## config.mk

```make
export PLATFORM = sky130hd
export DESIGN_NAME = commutation_monitor
export DESIGN_NICKNAME = d
export VERILOG_FILES = /design/src/rtl/commutation_pkg.sv /design/src/rtl/commutation_monitor_classify.sv /design/src/rtl/commutation_monitor.sv
export SDC_FILE = /design/constraint.sdc
export NUM_CORES = 1
export LEC_CHECK = 0
export BUFFER_PORTS_ARGS = -buffer_cell sky130_fd_sc_hd__buf_2
export CAP_MARGIN = 20
export CORE_ASPECT_RATIO = 0.6
export CORE_MARGIN = 5
export CORE_UTILIZATION = 50
export DETAILED_ROUTE_END_ITERATION = 10
export PLACE_DENSITY = 0.76
export RECOVER_POWER = 25
export SYNTH_ARGS = -nofsm -noshare
export SYNTH_HDL_FRONTEND = slang
export SYNTH_HIERARCHICAL = 1
export SYNTH_SLANG_ARGS = --single-unit
```

## constraint.sdc

```tcl
create_clock -name clk -period 5.1 [get_ports clk]
set_input_delay 0.51 -clock clk [delete_from_list [all_inputs] [get_ports clk]]
set_output_delay 0.51 -clock clk [all_outputs]
set_load 0.03 [all_outputs]
```

## src/rtl/commutation_pkg.sv

```systemverilog
// Shared definitions for the matrix-converter commutation path: gate-bit
// positions, phase codes, the legal gate patterns, fault codes and monitor
// states. Used by both the commutation FSM and its monitor.
package commutation_pkg;

    localparam int GATE_W = 6;

    // Gate bus bit positions
    localparam int A_FWD = 5;
    localparam int A_REV = 4;
    localparam int B_FWD = 3;
    localparam int B_REV = 2;
    localparam int C_FWD = 1;
    localparam int C_REV = 0;

    typedef enum logic [1:0] {
        PH_NUL = 2'b00,
        PH_A   = 2'b01,
        PH_B   = 2'b10,
        PH_C   = 2'b11
    } phase_t;

    // Full bidirectional pairs
    localparam logic [5:0] PAIR_A = 6'b110000;
    localparam logic [5:0] PAIR_B = 6'b001100;
    localparam logic [5:0] PAIR_C = 6'b000011;

    // Same-polarity overlaps of two phases
    localparam logic [5:0] OVL_AB_FWD = 6'b101000;
    localparam logic [5:0] OVL_AC_FWD = 6'b100010;
    localparam logic [5:0] OVL_BC_FWD = 6'b001010;
    localparam logic [5:0] OVL_AB_REV = 6'b010100;
    localparam logic [5:0] OVL_AC_REV = 6'b010001;
    localparam logic [5:0] OVL_BC_REV = 6'b000101;

    localparam int N_OVERLAP = 6;
    localparam logic [N_OVERLAP-1:0][5:0] OVERLAP_SET = {
        OVL_BC_REV, OVL_AC_REV, OVL_AB_REV,
        OVL_BC_FWD, OVL_AC_FWD, OVL_AB_FWD
    };

    typedef enum logic [2:0] {
        FLT_NONE    = 3'd0,
        FLT_ILLEGAL = 3'd1,
        FLT_JUMP    = 3'd2,
        FLT_DWELL   = 3'd3,
        FLT_OPEN    = 3'd4
    } fault_t;

    typedef enum logic [1:0] {
        ST_IDLE      = 2'd0,
        ST_CONDUCT   = 2'd1,
        ST_COMMUTATE = 2'd2,
        ST_FAULT     = 2'd3
    } mon_state_t;

    // Number of set bits in a gate pattern
    function automatic logic [2:0] popcount6(input logic [5:0] v);
        logic [2:0] n;
        n = 3'd0;
        for (int i = 0; i < 6; i++) begin
            n = n + {2'b00, v[i]};
        end
        return n;
    endfunction

endpackage

```

## src/rtl/commutation_monitor_classify.sv

```systemverilog
// Combinational decode of one gate pattern into its class (all-off, single
// switch, full pair, legal overlap, illegal) and the phase of a full pair.
module gate_pattern_classify
    import commutation_pkg::*;
(
    input  logic [5:0] pattern,
    output logic       is_zero,
    output logic       is_single,
    output logic       is_pair,
    output logic       is_overlap,
    output logic       is_illegal,
    output logic [1:0] pair_phase
);

    logic [N_OVERLAP-1:0] ovl_hit;

    genvar gi;
    generate
        for (gi = 0; gi < N_OVERLAP; gi++) begin : g_ovl
            assign ovl_hit[gi] = (pattern == OVERLAP_SET[gi]);
        end
    endgenerate

    // Classify the pattern; anything not recognised as legal is illegal
    always_comb begin
        pair_phase = PH_NUL;
        case (pattern)
            PAIR_A:  pair_phase = PH_A;
            PAIR_B:  pair_phase = PH_B;
            PAIR_C:  pair_phase = PH_C;
            default: pair_phase = PH_NUL;
        endcase
        is_zero    = (pattern == 6'b000000);
        is_single  = (popcount6(pattern) == 3'd1);
        is_pair    = (pair_phase != PH_NUL);
        is_overlap = |ovl_hit;
        is_illegal = !(is_zero || is_single || is_pair || is_overlap);
    end

endmodule

```

## src/rtl/commutation_monitor.sv

```systemverilog
// Passive checker for the commutation FSM gate bus. Registers the bus twice,
// checks each pattern change against the four-step rules, latches the first
// violation as a coded fault and counts completed phase changes.
module commutation_monitor
    import commutation_pkg::*;
#(
    parameter int MIN_DWELL = 4,
    parameter int OPEN_MAX  = 2,
    parameter int DWELL_W   = 8,
    parameter int COUNT_W   = 16
) (
    input  logic               clk,
    input  logic               rst,
    input  logic [5:0]         gate_in,
    output logic [1:0]         active_phase,
    output logic               conducting,
    output logic               in_transition,
    output logic               fault,
    output logic [2:0]         fault_code,
    output logic [COUNT_W-1:0] comm_count
);

    localparam logic [DWELL_W-1:0] MIN_DWELL_C = DWELL_W'(MIN_DWELL);
    localparam logic [DWELL_W-1:0] OPEN_MAX_C  = DWELL_W'(OPEN_MAX);
    localparam logic [DWELL_W-1:0] CNT_SAT     = {DWELL_W{1'b1}};
    localparam logic [DWELL_W-1:0] DWELL_ONE   = {{(DWELL_W-1){1'b0}}, 1'b1};
    localparam logic [COUNT_W-1:0] COUNT_ONE   = {{(COUNT_W-1){1'b0}}, 1'b1};

    logic [5:0]         g_cur_reg, g_prev_reg;
    logic [DWELL_W-1:0] dwell_cnt_reg, open_cnt_reg;
    mon_state_t         state_reg, state_next;
    logic [1:0]         active_phase_reg, active_phase_next;
    logic               conducting_reg, conducting_next;
    logic               in_transition_reg, in_transition_next;
    logic               fault_reg, fault_next;
    logic [2:0]         fault_code_reg, fault_code_next;
    logic [COUNT_W-1:0] comm_count_reg, comm_count_next;

    logic       cls_zero, cls_single, cls_pair, cls_overlap, cls_illegal;
    logic [1:0] cls_phase;
    logic       changed, checked;
    logic [2:0] hamming;
    fault_t     viol_code;

    gate_pattern_classify u_classify (
        .pattern    (g_cur_reg),
        .is_zero    (cls_zero),
        .is_single  (cls_single),
        .is_pair    (cls_pair),
        .is_overlap (cls_overlap),
        .is_illegal (cls_illegal),
        .pair_phase (cls_phase)
    );

    assign changed = (g_cur_reg != g_prev_reg);
    // The first energisation out of all-off after reset is not a commutation,
    // so change rules and the open-circuit limit only apply once out of IDLE.
    assign checked = (state_reg != ST_IDLE);
    assign hamming = popcount6(g_cur_reg ^ g_prev_reg);

    // Input pipeline plus dwell and open-circuit counters
    always_ff @(posedge clk) begin
        if (rst) begin
            g_cur_reg     <= 6'b000000;
            g_prev_reg    <= 6'b000000;
            dwell_cnt_reg <= CNT_SAT;
            open_cnt_reg  <= '0;
        end else begin
            g_cur_reg  <= gate_in;
            g_prev_reg <= g_cur_reg;
            if (changed) begin
                dwell_cnt_reg <= DWELL_ONE;
            end else if (dwell_cnt_reg != CNT_SAT) begin
                dwell_cnt_reg <= dwell_cnt_reg + DWELL_ONE;
            end
            if (!cls_zero) begin
                open_cnt_reg <= '0;
            end else if (checked && open_cnt_reg != CNT_SAT) begin
                open_cnt_reg <= open_cnt_reg + DWELL_ONE;
            end
        end
    end

    // Violation detection; lowest code wins when several fire together
    always_comb begin
        viol_code = FLT_NONE;
        if (cls_illegal) begin
            viol_code = FLT_ILLEGAL;
        end else if (checked && changed && hamming != 3'd1) begin
            viol_code = FLT_JUMP;
        end else if (checked && changed && dwell_cnt_reg < MIN_DWELL_C) begin
            viol_code = FLT_DWELL;
        end else if (checked && cls_zero && open_cnt_reg >= OPEN_MAX_C) begin
            viol_code = FLT_OPEN;
        end
    end

    // Next state and next registered outputs
    always_comb begin
        state_next         = state_reg;
        active_phase_next  = active_phase_reg;
        conducting_next    = 1'b0;
        in_transition_next = 1'b0;
        fault_next         = fault_reg;
        fault_code_next    = fault_code_reg;
        comm_count_next    = comm_count_reg;
        if (state_reg != ST_FAULT) begin
            if (viol_code != FLT_NONE) begin
                state_next      = ST_FAULT;
                fault_next      = 1'b1;
                fault_code_next = viol_code;
            end else begin
                conducting_next    = cls_pair;
                in_transition_next = cls_single || cls_overlap;
                if (cls_pair) begin
                    state_next        = ST_CONDUCT;
                    active_phase_next = cls_phase;
                    // A commutation completes only when a different phase
                    // takes over from one that was already established.
                    if (state_reg == ST_COMMUTATE && cls_phase != active_phase_reg &&
                        active_phase_reg != PH_NUL) begin
                        comm_count_next = comm_count_reg + COUNT_ONE;
                    end
                end else if (cls_zero && state_reg == ST_IDLE) begin
                    state_next = ST_IDLE;
                end else begin
                    state_next = ST_COMMUTATE;
                end
            end
        end
    end

    // State and output registers
    always_ff @(posedge clk) begin
        if (rst) begin
            state_reg         <= ST_IDLE;
            active_phase_reg  <= PH_NUL;
            conducting_reg    <= 1'b0;
            in_transition_reg <= 1'b0;
            fault_reg         <= 1'b0;
            fault_code_reg    <= FLT_NONE;
            comm_count_reg    <= '0;
        end else begin
            state_reg         <= state_next;
            active_phase_reg  <= active_phase_next;
            conducting_reg    <= conducting_next;
            in_transition_reg <= in_transition_next;
            fault_reg         <= fault_next;
            fault_code_reg    <= fault_code_next;
            comm_count_reg    <= comm_count_next;
        end
    end

    assign active_phase  = active_phase_reg;
    assign conducting    = conducting_reg;
    assign in_transition = in_transition_reg;
    assign fault         = fault_reg;
    assign fault_code    = fault_code_reg;
    assign comm_count    = comm_count_reg;

endmodule

```

==> run_results.csv, run 1 <==
group,metric,value,unit
floorplanning,num_rows,22,
global_routing,track_usage,17.01,%
sta,skew,0.009172,ns
critical_path,critPathLaunchType,"flop",
critical_path,ff2ff_path_depth,14,
clocking,h-tree-depth,2,
critical_path,path_buf_inv,4,
routing,drtAntennaViolNets,0,
routing,drtPass1Iterations,4,
sta,worst_pin_slew,2.042,ns
critical_path,critPathLaunch,"g_cur_reg[0]",
logic_synthesis,synth_area_leaders,"dfxtp_1, ha_1, nor2b_1",
place,io_buffers,31,
finish,stdcell_count,454,
logic_synthesis,synthArstFlopShare,0,%
logic_synthesis,ys_dominant_reg_cell,"dfxtp_1",
sta,final.min_clock_period,4.356,ns
floorplanning,ios,32,
logic_synthesis,synthesis.area,3153,um^2
sta,finalHoldViolCount,0,
logic_synthesis,yosysWarnings,6,
logic_synthesis,synth_top_cell_area_share,34.29,%
critical_path,path_class,"reg -> reg",
finish,diodes,0,
clocking,root_buffer,"clkbuf_8",
global_routing,antenna_found_initial,0,
floorplanning,die_area,8046,um^2
logic_synthesis,yosysUniqueCellTypes,58,
power_and_ir_drop,vdd_ir_drop_max,0.0001807,V
critical_path,worstPathRequired,5.30,ns
critical_path,cp.depth,14,
finish,seq_area,1081,um^2
sta,final-max-slew-violation-count,50,
clocking,holdBufCountCts,0,
global_routing,grt_pass1_vias,2296,
sta,rsz0062_at_grt,"no",
status,status,"finished, violations left",
clocking,clock_latency,0.32,ns
critical_path,regToRegStartpoint,"g_cur_reg[0]",
finish,utilization,57.17,%
status,violations,"capacitance limit, slew limit",
routing,wl,6673,um
finish,multi_input_area,1934,um^2
min_path,hp-start,"gate_in[1]",
logic_synthesis,yosysSeqAreaShare,34.29,%
logic_synthesis,synth_enable_flop_cells,0,
logic_synthesis,yosys_register_bits,54,
power_and_ir_drop,powerDensity,282.2,nW/um^2
routing,drc,0,
finish,final_layout_size_suffix_gt1_share,16.49,%
global_routing,grt_pass1_wl,11230,um
min_path,whs_path_depth,2,
logic_synthesis,synth_cells,341,
global_routing,gr-total-overflow,0,
finish,largest_reg_flops,16,
floorplanning,start_util,51.60,%
sta,tns,0,ns
place,place_inst,446,
sta,whs,0.3903,ns
clocking,post_cts.repair.setup_buffers,0,
min_path,hold_path_class,"in -> reg",
critical_path,cp_max_fo,14,
critical_path,worstPathCellList,"xnor2_1, inv_1, fa_1, inv_1, fa_1, inv_1, ha_1, fa_1, nor3b_1, a21boi_0, a211oi_4, buf_8, nor4_2, mux2_1",
logic_synthesis,synth_top_cell_by_area,"dfxtp_1",
routing,viasPerCell,5.511,
clocking,cts_resized,0,
global_routing,grt_start_max_net_pins,50,
finish,nets,397,
place,hpwlAfterDp,5013,um
routing,dr_total_vias,2502,
floorplanning,dieWidth,112.5,um
clocking,cts_buffer_depth,2,
critical_path,cp.arrival,4.56,ns
sta,finalSetupViolCount,0,
job,cap_violations,1,
place,gp_congestion,0.8386,
critical_path,slowest_stage,"fa_1",
sta,fin_crit_sh,85.42,%
clocking,cts_buffers,5,
finish,area_delta_synth_final,10.79,%
clocking,clkTransAtPathRegs,0.10,ns
clocking,clock_sinks,54,
routing,post_drt_wl_per_cell,14.70,um
clocking,cts_tree,"done",
critical_path,setup.worst_path.end_class,"flop",
logic_synthesis,avgSynthCellArea,9.246,um^2
finish,nFillCells,569,
routing,dr.first_iter.drc_count,124,
floorplanning,design.core.area,6111,um^2
power_and_ir_drop,p_leak,1.393,nW
sta,slew-limit-headroom,-36.12,%
critical_path,cp_top_family,"adder cells",
critical_path,slowest_delay,0.53,ns
sta,fmax,229.5,MHz
logic_synthesis,syn-num-nets,369,
floorplanning,fp.dieH,71.51,um
==> worst paths after layout <==
check | endpoint | slack, ns
min reg2reg | fault | 0.47
min | g_cur_reg[1] | 0.39
max | comm_count[15] | 0.74
max reg2reg | comm_count[15] | 0.74
==> synthesized netlist by cell type, types with 4 or more instances <==
cell       n
inv_1     21
nand3_1   11
xnor2_1    4
a21boi_0   4
nor2_1    35
nor4_2    11
ha_1      14
fa_1       6
xor2_1    11
a21oi_1   11
dfxtp_1   54
nor2b_1   26
mux2_1    13
o21ai_0   10
nand2_1   22
and4_1     5
nand4_1    8
clkbuf_1   7
nor3_1     6
==> power breakdown <==
part / leakage, nW / internal [mW] / switching, mW
clock network: 0.0482 / 0.110 / 0.141
logic: 0.903 / 0.0997 / 0.175
registers: 0.442 / 0.441 / 0.0196
total: 1.39 / 0.650 / 0.335
==> cell type report <==
| class | count | share of cell area, % |
|---|---|---|
| Clock inverter | 1 | 0.1433 |
| Tap cell | 84 | 3.009 |
| Inverter | 21 | 2.256 |
| Clock buffer | 7 | 2.471 |
| Sequential cell | 54 | 30.95 |
| Multi-Input combinational cell | 253 | 55.37 |
| Timing Repair Buffer | 34 | 5.802 |
==> worst reg2reg max path: cells and delay by family, from the launching register on <==
kind | cells | cell delay [ns]
AOI/OAI and AO/OA | 2 | 0.66
xor gates and xnor gates | 1 | 0.18
adders and majority gates | 4 | 1.60
buffers and inverters | 4 | 0.39
DFF | 1 | 0.43
muxes | 1 | 0.37
and+or+nand+nor | 2 | 0.61
==> cells by family after synthesis <==
logic type	share of synthesized area, %
simple gates	30.00
flops	34.29
compound gates	11.47
buf+inv	4.762
fa+ha+maj	9.365
mux	5.952
xor+xnor	4.166
==> cells in the final DEF, fill, tap and decap left out, types with 3 or more instances in the layout <==
master    synthesis  final
nand4_1           8      8
nor3_1            6      6
xor2_1           11     11
nand2b_1          3      3
or4_1             3      3
nand2_1          22     22
nor2b_1          26     26
a22oi_1           3      3
a21boi_0          4      4
ha_1             14     14
o21ai_0          10     10
nor4_2           11     11
mux2_1           13     13
and3_1            3      3
fa_1              6      6
and4_1            5      5
xnor2_1           4      4
or3_1             3      3
mux2i_1           3      3
o31ai_1           3      3
dfxtp_1          54     54
nor4_1            3      3
buf_2             3     23
nand3_1          11     11
clkbuf_1          7      9
a21oi_1          11     11
clkbuf_8          0      6
inv_1            21     21
nor2_1           35     35
==> routing by layer <==
layer | routed length, um | track usage [%]
met5 | 0 | 0
met4 | 88 | 5.200
met3 | 268 | 3.629
met2 | 2927 | 24.62
met1 | 3389 | 25.24
==> metrics by stage <==
stage | instance area (um^2) | power (mW) | setup WS, ns
floorplan | 3153 | 0.6719 | 1.286
finish | 3493 | 0.9857 | 0.7436
CTS | 3503 | 0.9922 | 0.7743
global placement | 3354 | 0.7091 | 0.8948
detailed placement | 3412 | 0.7435 | 0.7784
global route | 3493 | 1.043 | 0.5779
Note: power is estimated with default switching activity, not from simulation.
==> run 2, diff against run 1 <==
==> constraint.sdc (replaced) <==
create_clock -name clk -period 4.5 [get_ports clk]
set_input_delay 0.45 -clock clk [delete_from_list [all_inputs] [get_ports clk]]
set_output_delay 0.45 -clock clk [all_outputs]
set_load 0.03 [all_outputs]
==> run 2 against run 1 <==
Effect of this change:
- the run still ends with capacitance limit, slew limit left
- combinational power is 18% higher
- maximum frequency is 1.4% higher
- routed wire length shrank 0.52%
- count of clock-buffer cells in the layout unchanged
- worst hold slack worse by 0.039 ns
- die area unchanged
- first-iteration DRC count is 51% higher
- non-clock buffer count rose by 5
- power increased by 11%
- design area is 0.54% higher
- sequential share of layout area decreased by 0.17 points
- clock power grew 2%
- critical path type unchanged
- critical endpoint is now comm_count[14]
- largest power group unchanged
- highest routed layer unchanged
==> run_results.csv, run 2 (synthesis gave the netlist of run 1 again) <==
group,metric,value,unit
routing,dr.first_iter.drc_count,187,
routing,post_drt_wl_per_cell,14.49,um
floorplanning,die_area,8046,um^2
job,cap_violations,1,
routing,drc,0,
floorplanning,ios,32,
clocking,clock_sinks,54,
clocking,post_cts.repair.setup_buffers,0,
critical_path,setup.worst_path.end_class,"flop",
finish,nets,402,
clocking,cts_buffer_depth,2,
place,hpwlAfterDp,5019,um
critical_path,path_class,"reg -> reg",
min_path,hold_path_class,"in -> reg",
clocking,clkTransAtPathRegs,0.09,ns
sta,finalHoldViolCount,0,
global_routing,grt_start_max_net_pins,50,
critical_path,cp_top_family,"adder cells",
global_routing,grt_pass1_vias,2355,
floorplanning,fp.dieH,71.51,um
sta,final-max-slew-violation-count,50,
sta,worst_pin_slew,2.050,ns
floorplanning,dieWidth,112.5,um
clocking,cts_buffers,5,
sta,finalSetupViolCount,0,
place,gp_congestion,0.8518,
finish,area_delta_synth_final,11.39,%
routing,drtAntennaViolNets,0,
sta,skew,0.005677,ns
sta,final.min_clock_period,4.295,ns
sta,fmax,232.8,MHz
routing,viasPerCell,5.500,
global_routing,track_usage,16.94,%
sta,rsz0062_at_grt,"no",
finish,final_layout_size_suffix_gt1_share,17.11,%
status,status,"finished, violations left",
sta,tns,0,ns
critical_path,critPathLaunchType,"flop",
finish,stdcell_count,458,
routing,wl,6638,um
floorplanning,num_rows,22,
clocking,root_buffer,"clkbuf_8",
floorplanning,design.core.area,6111,um^2
critical_path,path_buf_inv,4,
clocking,holdBufCountCts,0,
critical_path,r2r_slack,0.20,ns
global_routing,grt_pass1_wl,11280,um
global_routing,gr-total-overflow,0,
finish,largest_reg_flops,16,
sta,fin_crit_sh,95.45,%
critical_path,regToRegStartpoint,"g_cur_reg[0]",
critical_path,cp_max_fo,14,
min_path,whs_path_depth,2,
clocking,clock_latency,0.30,ns
sta,setup_slack,0.2047,ns
critical_path,worstPathRequired,4.69,ns
critical_path,slowest_stage,"fa_1",
critical_path,cp.depth,14,
min_path,hp-start,"gate_in[1]",
place,dp_slack,0.2155,ns
power_and_ir_drop,powerDensity,311.8,nW/um^2
clocking,cts_resized,0,
routing,dr_total_vias,2519,
routing,drtPass1Iterations,4,
finish,diodes,0,
clocking,cts_tree,"done",
finish,final_common_cell,"dfxtp_1",
sta,slew-limit-headroom,-36.67,%
critical_path,cp.arrival,4.48,ns
power_and_ir_drop,p_total,1.095,mW
clocking,h-tree-depth,2,
place,place_inst,451,
power_and_ir_drop,vdd_ir_drop_max,0.0001930,V
critical_path,worstPathCellList,"xnor2_1, inv_1, fa_1, inv_1, fa_1, inv_1, ha_1, fa_1, nor3b_1, a21boi_0, a211oi_4, buf_8, nor4_2, mux2_1",
floorplanning,start_util,51.60,%
status,violations,"capacitance limit, slew limit",
global_routing,antenna_found_initial,0,
power_and_ir_drop,p_leak,1.407,nW
critical_path,slowest_delay,0.54,ns
finish,mostFrequentLayoutCells,"dfxtp_1, nor2_1, nor2b_1, buf_2, nand2_1",
critical_path,reg2reg_to,"comm_count[14]",
critical_path,ff2ff_path_depth,14,
place,io_buffers,31,
min_path,holdPathEnd,"g_cur_reg[1]",
## run 2: cell types whose count changed in the layout (fill, tap and decap cells not counted), sizes merged
cell and change:
buf +5, clkinv -1
## run 2: worst max-delay path by stage
stage | slack, ns | end | startpoint
global route | 0.02 | comm_count[13] | g_cur_reg[0]
detailed placement | 0.22 | comm_count[14] | g_cur_reg[0]
global placement | 0.31 | conducting | g_cur_reg[0]
floorplan | 0.69 | comm_count[6] | g_cur_reg[0]
finish | 0.20 | comm_count[14] | g_cur_reg[0]
CTS | 0.21 | comm_count[14] | g_cur_reg[0]
## run 2: report_power, final
group | internal [mW] | switching, mW
Combinational | 0.119 | 0.203
Sequential | 0.500 | 0.0186
Clock | 0.108 | 0.147
## run 2: stage by stage
step	utilization, %	hold WS (ns)	instance area [um^2]
floorplan	-	0.4689	3153
global placement	55.51	0.4392	3392
detailed placement	56.39	0.4495	3446
CTS	57.64	0.3500	3522
global route	57.47	0.3412	3512
finish	57.47	0.3515	3512
## run 2: worst register-to-register path, delay by kind of cell, from the launching register on
family,cells,cell delay [ns]
adders and majority gates,4,1.64
AOI/OAI and AO/OA,2,0.64
and+or+nand+nor,2,0.58
DFF,1,0.43
buffers and inverters,4,0.39
muxes,1,0.35
xor gates and xnor gates,1,0.17
## run 2: layout make-up
class / instances / area [um^2]
Timing Repair Buffer: 39 / 236.5
Inverter: 21 / 78.83
Tap cell: 84 / 105.1
Multi-Input combinational cell: 253 / 1934
Clock buffer: 7 / 76.32
Fill cell: 544 / 2599
Sequential cell: 54 / 1081
## run 2: per-layer routing
layer	vias to the layer above	wire [um]	track usage [%]
li1	1259	-	-
met3	5	427	4.895
met1	1201	3286	24.68
met4	0	36	2.933
met2	54	2887	25.21
met5	-	0	0
==> run 3, diff against run 2 <==
--- a/config.mk
+++ b/config.mk
@@ -11,9 +11,11 @@
 export CORE_MARGIN = 5
 export CORE_UTILIZATION = 50
 export DETAILED_ROUTE_END_ITERATION = 10
+export MAX_ROUTING_LAYER = met4
 export PLACE_DENSITY = 0.76
 export RECOVER_POWER = 25
 export SYNTH_ARGS = -nofsm -noshare
 export SYNTH_HDL_FRONTEND = slang
 export SYNTH_HIERARCHICAL = 1
 export SYNTH_SLANG_ARGS = --single-unit
+export TNS_END_PERCENT = 20
==> constraint.sdc (replaced) <==
create_clock -name clk -period 4.5 [get_ports clk]
set_input_delay 0.45 -clock clk [delete_from_list [all_inputs] [get_ports clk]]
set_output_delay 0.45 -clock clk [all_outputs]
set_load 0.005 [all_outputs]
==> run 3 against run 2 <==
Effect of this change:
- the run still ends with capacitance limit, slew limit left
- die area is the same
- first-iteration DRC count down 8.6%
- combinational power shrank 4%
- core utilization up 0.10 points
- count of clock-buffer cells in the layout stayed put
- sequential power about the same
- sequential cell count unchanged
- clock skew about the same
- non-clock buffer count stayed put
==> run_results.csv, run 3 (synthesis gave the netlist of run 1 again) <==
group,metric,value,unit
finish,final_layout_size_suffix_gt1_share,18.45,%
global_routing,antenna_found_initial,0,
sta,finalHoldViolCount,0,
job,cap_violations,1,
routing,drtAntennaViolNets,0,
status,violations,"capacitance limit, slew limit",
status,status,"finished, violations left",
global_routing,met2_usage,25.35,%
floorplanning,design.core.area,6111,um^2
sta,slew-limit-headroom,-39.77,%
finish,final_common_cell,"dfxtp_1",
critical_path,reg2reg_to,"comm_count[14]",
clocking,clock_sinks,54,
clocking,h-tree-depth,2,
finish,diodes,0,
place,dp_slack,0.2155,ns
critical_path,critPathLaunchType,"flop",
min_path,hold_path_class,"in -> reg",
clocking,cts_tree,"done",
floorplanning,num_rows,22,
finish,seq_area,1081,um^2
finish,mostFrequentLayoutCells,"dfxtp_1, nor2_1, buf_2, nor2b_1, nand2_1",
power_and_ir_drop,p_leak,1.428,nW
critical_path,setup.worst_path.end_class,"flop",
place,gp_congestion,0.8654,
power_and_ir_drop,powerDensity,307.4,nW/um^2
sta,setup_slack,0.1879,ns
global_routing,gr-usage-met3,4.895,%
finish,multi_input_area,1934,um^2
sta,final-max-slew-violation-count,50,
routing,dr_total_vias,2562,
clocking,holdBufCountCts,0,
clocking,root_buffer,"clkbuf_8",
floorplanning,fp.dieH,71.51,um
clocking,clkTransAtPathRegs,0.09,ns
critical_path,cp_max_fo,14,
routing,drc,0,
critical_path,critPathLaunch,"g_cur_reg[0]",
floorplanning,die_area,8046,um^2
place,placed_cell_area,3446,um^2
global_routing,grt_pass1_wl,11300,um
critical_path,r2r_slack,0.19,ns
sta,tns,0,ns
sta,final.min_clock_period,4.312,ns
critical_path,cp-endpoint,"comm_count[14]",
clocking,post_cts.repair.setup_buffers,0,
clocking,clock_latency,0.30,ns
sta,fin_crit_sh,95.83,%
finish,largest_reg_flops,16,
finish,area_delta_synth_final,11.59,%
critical_path,regToRegStartpoint,"g_cur_reg[0]",
clocking,cts_buffer_depth,2,
sta,finalSetupViolCount,0,
floorplanning,dieWidth,112.5,um
sta,skew,0.005179,ns
critical_path,worstPathRequired,4.69,ns
global_routing,track_usage,17.46,%
global_routing,use_met1,24.57,%
power_and_ir_drop,vdd_ir_drop_max,0.0001932,V
routing,dr.first_iter.drc_count,171,
critical_path,ff2ff_path_depth,14,
global_routing,grt_pass1_vias,2355,
sta,rsz0062_at_grt,"no",
critical_path,path_class,"reg -> reg",
routing,post_drt_wl_per_cell,14.52,um
finish,nets,402,
clocking,cts_buffers,5,
routing,wl,6650,um
floorplanning,ios,32,
place,hpwlAfterDp,5019,um
floorplanning,start_util,51.60,%
global_routing,gr-total-overflow,0,
global_routing,top_usage_layer,"met2",
routing,drtPass1Iterations,4,
routing,viasPerCell,5.594,
sta,fmax,231.9,MHz
clocking,cts_resized,0,
finish,design_area,3518,um^2
sta,worst_pin_slew,2.097,ns
finish,nFillCells,542,
place,io_buffers,31,
global_routing,grt_start_max_net_pins,50,
critical_path,cp.arrival,4.50,ns
==> run 3: cell count changes in the layout (fill, tap and decap cells not counted) <==
cell,before,now
clkbuf_1,10,5
buf_2,23,28
==> run 3: report_power, final <==
| group | leakage, nW | switching [mW] | internal (mW) |
|---|---|---|---|
| Combinational | 0.948 | 0.188 | 0.121 |
| Sequential | 0.442 | 0.0184 | 0.500 |
| Clock | 0.0383 | 0.147 | 0.108 |
| Total | 1.43 | 0.353 | 0.728 |
==> run 3: cell type report <==
type / instances / area share [%]
inverter: 21 / 2.240
sequential: 54 / 30.73
clock buffer: 7 / 2.169
tap: 84 / 2.987
multi-input combinational: 253 / 54.98
timing repair buffer: 39 / 6.899
==> run 3: critical path, cell delays in order (launching register included) <==
cell	delay, ns
dfxtp_1	0.43
xnor2_1	0.17
inv_1	0.09
fa_1	0.54
inv_1	0.05
fa_1	0.48
inv_1	0.04
ha_1	0.18
fa_1	0.44
nor3b_1	0.28
a21boi_0	0.50
a211oi_4	0.16
buf_8	0.21
nor4_2	0.30
mux2_1	0.35
==> run 3: worst min path at each step <==
stage | depth (start not counted) | end | slack [ns] | start
6_report | 2 | g_cur_reg[1] | 0.35 | gate_in[1]
5_1_grt | 2 | g_cur_reg[1] | 0.34 | gate_in[1]
4_1_cts | 2 | g_cur_reg[1] | 0.35 | gate_in[1]
3_5_place_dp | 2 | fault | 0.45 | fault
3_3_place_gp | 2 | fault | 0.44 | fault
2_1_floorplan | 2 | fault | 0.44 | fault
==> run 3: per-stage QoR <==
stage | power, mW | utilization [%] | instances | hold slack, ns
3_5_place_dp | 0.8362 | 56.39 | 451 | 0.4495
6_report | 1.082 | 57.58 | 458 | 0.3516
5_1_grt | 1.144 | 57.58 | 458 | 0.3412
4_1_cts | 1.089 | 57.64 | 458 | 0.3500
2_1_floorplan | 0.7464 | - | 341 | 0.4421
3_3_place_gp | 0.7936 | 55.51 | 448 | 0.4392
==> run 3: routing by layer <==
layer  share of wire, %  vias up
met5                  0        -
met4                1.1        0
met3                6.0       11
met2                 44       65
met1                 49     1226
li1                   -     1260
